[config.mk]
export PLATFORM = sky130hd
export DESIGN_NAME = ni_packetizer
export DESIGN_NICKNAME = d
export VERILOG_FILES = /design/src/rtl/ni_packetizer.sv
export SDC_FILE = /design/constraint.sdc
export NUM_CORES = 1
export LEC_CHECK = 0
export CAP_MARGIN = 20
export CORE_ASPECT_RATIO = 0.7
export CORE_MARGIN = 2
export CORE_UTILIZATION = 45
export CTS_BUF_LIST = sky130_fd_sc_hd__clkbuf_4 sky130_fd_sc_hd__clkbuf_8 sky130_fd_sc_hd__clkbuf_16
export CTS_CLUSTER_SIZE = 16
export DETAILED_ROUTE_END_ITERATION = 8
export HOLD_SLACK_MARGIN = 0.02
export PLACE_DENSITY_LB_ADDON = 0.12
export SLEW_MARGIN = 0
export SYNTH_ARGS = -nofsm -noshare
export SYNTH_HDL_FRONTEND = slang
export SYNTH_SLANG_ARGS = --single-unit
[constraint.sdc]
create_clock -name clk -period 2.95 [get_ports clk]
set_input_delay 0.59 -clock clk [delete_from_list [all_inputs] [get_ports clk]]
set_output_delay 0.59 -clock clk [all_outputs]
set_load 0.02 [all_outputs]
[src/rtl/ni_packetizer.sv]
// NI transmit stage: serialises one PE packet request into head/body/tail flits for the router.
// Optional build macro NI_PKT_COUNT_EN adds a wrapping count of completed packets on pkt_count.
module ni_packetizer #(
   parameter logic [1:0] NODE_ID = 2'b00
) (
   input  logic        clk,
   input  logic        rst,
   input  logic        pe_valid,
   output logic        pe_ready,
   input  logic [1:0]  pe_dest,
   input  logic [1:0]  pe_len,
   input  logic [23:0] pe_data,
   input  logic        free,
   output logic [7:0]  flit_out,
   output logic        busy
`ifdef NI_PKT_COUNT_EN
   ,output logic [7:0] pkt_count
`endif
);

   localparam int unsigned DATA_W  = 24;
   localparam int unsigned CHUNK_W = 6;
   localparam int unsigned LEN_W   = 2;
   localparam int unsigned DEST_W  = 2;

   typedef enum logic [1:0] {
      IDLE    = 2'b00,
      HEAD    = 2'b01,
      PAYLOAD = 2'b10
   } state_t;

   state_t              state_q, state_d;
   logic [DATA_W-1:0]   data_q, data_d;
   logic [DEST_W-1:0]   dest_q, dest_d;
   logic [LEN_W-1:0]    rem_q, rem_d;
   logic                vc_q, vc_d;

   // State and packet registers
   always_ff @(posedge clk) begin
      if (rst) begin
         state_q <= IDLE;
         data_q  <= '0;
         dest_q  <= '0;
         rem_q   <= '0;
         vc_q    <= 1'b0;
      end else begin
         state_q <= state_d;
         data_q  <= data_d;
         dest_q  <= dest_d;
         rem_q   <= rem_d;
         vc_q    <= vc_d;
      end
   end

   // Next state and flit formatting; flit_out depends only on registered state
   always_comb begin
      state_d  = state_q;
      data_d   = data_q;
      dest_d   = dest_q;
      rem_d    = rem_q;
      vc_d     = vc_q;
      flit_out = 8'h00;
      busy     = (state_q != IDLE);
      pe_ready = (state_q == IDLE) && !rst;

      unique case (state_q)
         IDLE: begin
            if (pe_valid) begin
               data_d  = pe_data;
               dest_d  = pe_dest;
               rem_d   = pe_len;
               state_d = HEAD;
            end
         end
         HEAD: begin
            flit_out = {2'b01, dest_q, NODE_ID, 1'b0, vc_q};
            if (free) begin
               state_d = PAYLOAD;
            end
         end
         PAYLOAD: begin
            flit_out = {(rem_q == '0) ? 2'b11 : 2'b10, data_q[CHUNK_W-1:0]};
            if (free) begin
               if (rem_q == '0) begin
                  state_d = IDLE;
                  vc_d    = ~vc_q;
               end else begin
                  data_d = data_q >> CHUNK_W;
                  rem_d  = LEN_W'(rem_q - 2'd1);
               end
            end
         end
         default: begin
            state_d = IDLE;
         end
      endcase
   end

`ifdef NI_PKT_COUNT_EN
   logic tail_acc;
   assign tail_acc = (state_q == PAYLOAD) && free && (rem_q == '0);

   // Completed-packet counter, wraps naturally at 8 bits
   always_ff @(posedge clk) begin
      if (rst) begin
         pkt_count <= 8'd0;
      end else if (tail_acc) begin
         pkt_count <= 8'(pkt_count + 8'd1);
      end
   end
`endif

endmodule

==> out/summary.log <==
INFO  detailed_routing drtAntennaViolNets=0
INFO  worst_setup_path critical_path_fanouts_max=10
INFO  synthesis      ys_seq_elements=31
INFO  worst_setup_path data_required_time_of_the_critical_path=2360ps
INFO  synthesis      synthCells=168
INFO  layout         layout.area.seq=621squm
INFO  synthesis      synth_area=0.00163sqmm
INFO  power_and_ir_drop sequentialPowerShare=33.2%
INFO  placed_design  detailedPlacementHpwl=2560um
INFO  grt            wire_length_of_the_first_global_routing_pass=5260um
INFO  clock_network  ctsResizeCount=0
INFO  detailed_routing wirelength=3410um
INFO  synthesis      synthesis.area_per_instance=9.68squm
INFO  sta            final_min_period_over_clock_period=90.7%
INFO  placed_design  dpl_cell_area=0.00205sqmm
INFO  placed_design  placement.io_buffers=41
INFO  layout         fillerInstances=308
INFO  power_and_ir_drop peakVddDrop=577uV
INFO  power_and_ir_drop sw_power=0.854mW
INFO  sta            period_needed=2680ps
INFO  synthesis      warning_count_from_the_yosys_run=0
INFO  grt            largest_net_degree_at_the_start_of_global_routing=37
INFO  floorplan      initial_core_util=46.6%
INFO  sta            worst_pin_slew=443ps
INFO  clock_network  cts.sink_count=31
INFO  clock_network  cts-buffers-inserted=5
INFO  floorplan      die_w=75.9um
INFO  sta            max_slew_margin=70.4%
INFO  clock_network  cts_hold_buffers_added=0
INFO  layout         multiInputGateArea=897squm
INFO  floorplan      floorplan.die.height=54.3um
INFO  clock_network  cts.reportedPaths.clkPinSlew=60ps
INFO  synthesis      post_synth_main_area_contributors=dfxtp_1, mux2i_1, a211oi_2, nor2_1, ha_1
INFO  flow_run       max_cap_viol_count=0
INFO  detailed_routing dr.pass1.iters=4
INFO  synthesis      synth.most_common_cell=dfxtp_1
INFO  run_status     status=finished clean
INFO  clock_network  post_cts_buffers=0
INFO  synthesis      yosys.cell_types.count=28
INFO  sta            final_count_of_hold_timing_violations=0
INFO  min_path       hp-class=flop to flop
INFO  clock_network  cts_tree=yes
INFO  placed_design  gp_routability_congestion=0.809
INFO  clock_network  worstSkewPairLatency=280ps
INFO  worst_setup_path worst_setup_path_start_kind=flop
INFO  layout         antenna-diode-count=0
INFO  synthesis      synth_commonest_cells=dfxtp_1, nor2_1, mux2i_1
INFO  detailed_routing first_iter_violations=58
INFO  worst_setup_path crit_arrival=2090ps
INFO  sta            fmax=374MHz
INFO  grt            grt-ovfl-total=0
INFO  synthesis      async_sr_flop_fraction=0%
INFO  floorplan      placeableCoreArea=0.00349sqmm
INFO  sta            finalSetupViolations=0
INFO  floorplan      io_pins=42
INFO  sta            fin_setup_tns=0ps
INFO  power_and_ir_drop power_switching_share=40.2%
INFO  grt            globalRouteTotalUtil=17.8%
INFO  clock_network  cts_root_buf=clkbuf_8
INFO  layout         finish.instance_area=0.00214sqmm
INFO  grt            grt_antenna_before_repair=0
INFO  detailed_routing num_vias=1314
INFO  synthesis      netlist.top_cell.by_area=dfxtp_1
INFO  detailed_routing avgRoutedWirePerCell=13.1um
INFO  synthesis      synth_edf_count=0
INFO  power_and_ir_drop clock_power_share=15.9%
INFO  synthesis      synth.top_cell.area_share=38.2%
INFO  grt            first_global_vias=1176
INFO  synthesis      seq_area_frac_synth=38.2%
INFO  detailed_routing detail_route.vias_per_cell=5.05
INFO  clock_network  cts.htree.levels=2
INFO  power_and_ir_drop p_comb_share=50.8%
INFO  sta            fin_worst_skew=4.34ps
INFO  layout         drive_gt1_share=15.2%
INFO  sta            drv_slew=0
INFO  layout         final_net_count=247
INFO  power_and_ir_drop static_leakage_power=0.779nW
INFO  worst_setup_path setup.worst_path.class=flop to output pin
INFO  layout         finish.utilization=61.4%
INFO  worst_setup_path endpoint_kind=output pin
INFO  synthesis      syn-num-nets=206
INFO  power_and_ir_drop power.density_cell_area=989mW/mm^2
INFO  synthesis      synth_top_flop_cell=dfxtp_1
INFO  power_and_ir_drop power.internal=1.27mW
INFO  floorplan      die_area=0.00412sqmm
INFO  detailed_routing remaining_drc_errors=0
INFO  floorplan      core.rowCount=18
INFO  sta            rsz_0062_raised_after_global_routing=no
INFO  layout         area_delta_synth_final=31.8%
INFO  clock_network  number_of_buffers_on_the_longest_clock_path=2
-- through the flow --
step	power (mW)	setup WS [ps]	instances	hold WS [ps]
after floorplan	1.60	790	168	431
after global placement	1.76	584	252	444
after detailed placement	1.80	563	252	445
after CTS	2.14	274	260	453
after global routing	2.28	160	260	476
final	2.12	273	260	451
-- critical path, cell delays in order, from the launching register on --
cell,delay (ps)
dfxtp_1,350
inv_1,120
ha_1,280
buf_4,240
a21oi_1,80
nor2b_1,120
clkdlybuf4s50_1,610
-- power by group through the flow --
stage	clock network, mW	registers [mW]	logic [mW]
global placement	0	0.706	1.05
floorplan	0	0.685	0.919
global route	0.360	0.724	1.20
detailed placement	0	0.716	1.09
CTS	0.347	0.706	1.09
finish	0.338	0.704	1.08
-- state kept, by name, summed over array words and instances, names as in the netlist --
register	cells
data_q	24
dest_q	2
rem_q	2
vc_q	1
state_q	2
-- cells in the final DEF (no fill, tap or decap) --
| cell type | synthesis | routed |
|---|---|---|
| nor2_1 | 24 | 24 |
| o221ai_1 | 1 | 1 |
| o21bai_1 | 1 | 1 |
| buf_4 | 1 | 5 |
| clkdlybuf4s50_1 | 0 | 41 |
| nor2b_4 | 1 | 1 |
| a21oi_1 | 11 | 11 |
| nor2b_1 | 4 | 4 |
| nand4b_1 | 1 | 1 |
| mux2i_1 | 21 | 21 |
| a22oi_1 | 3 | 3 |
| a211o_1 | 1 | 1 |
| clkbuf_8 | 0 | 5 |
| a211oi_1 | 4 | 4 |
| nand3_2 | 1 | 1 |
| ha_1 | 6 | 6 |
| clkbuf_4 | 0 | 2 |
| a211oi_2 | 15 | 15 |
| dfxtp_1 | 31 | 31 |
| a211oi_4 | 1 | 1 |
| nor4b_1 | 1 | 1 |
| nand2b_4 | 1 | 1 |
| and2_1 | 3 | 3 |
| xor2_1 | 1 | 1 |
| inv_1 | 7 | 7 |
| nand2_1 | 9 | 9 |
| nand3_1 | 8 | 8 |
| clkinv_2 | 0 | 1 |
-- per-layer routing --
metal  routed length, um  track usage, %
met2                1560            28.2
met1                1590            22.1
met3                 206            5.16
met4                  59            8.77
met5                   0               0
-- kinds of logic after synthesis --
kind of cell | count (synthesis) | share of synthesized area [%]
muxes | 21 | 12.9
and+or+nand+nor | 53 | 16.2
xor gates and xnor gates | 1 | 0.539
DFF | 31 | 38.2
adders and majority gates | 6 | 4.62
buffers and inverters | 19 | 6.69
AOI/OAI and AO/OA | 37 | 20.9
-- area by class of cell --
type	instances	share of cell area, %
Tap cell	50	2.92
Clock inverter	1	0.234
Timing Repair Buffer	46	20.9
Inverter	7	1.23
Clock buffer	7	3.91
Sequential cell	31	29.0
Multi-Input combinational cell	118	41.9
-- worst paths after layout --
| kind | from | end | slack [ps] | depth (start not counted) |
|---|---|---|---|---|
| worst min register to register | data_q[23] | data_q[23] | 450 | 2 |
| worst min-delay path | data_q[23] | data_q[23] | 450 | 2 |
| worst max-delay path | state_q[0] | flit_out[6] | 270 | 6 |
| worst max register to register | state_q[0] | data_q[2] | 870 | 7 |
No activity file was read; power rests on OpenSTA's default activity.
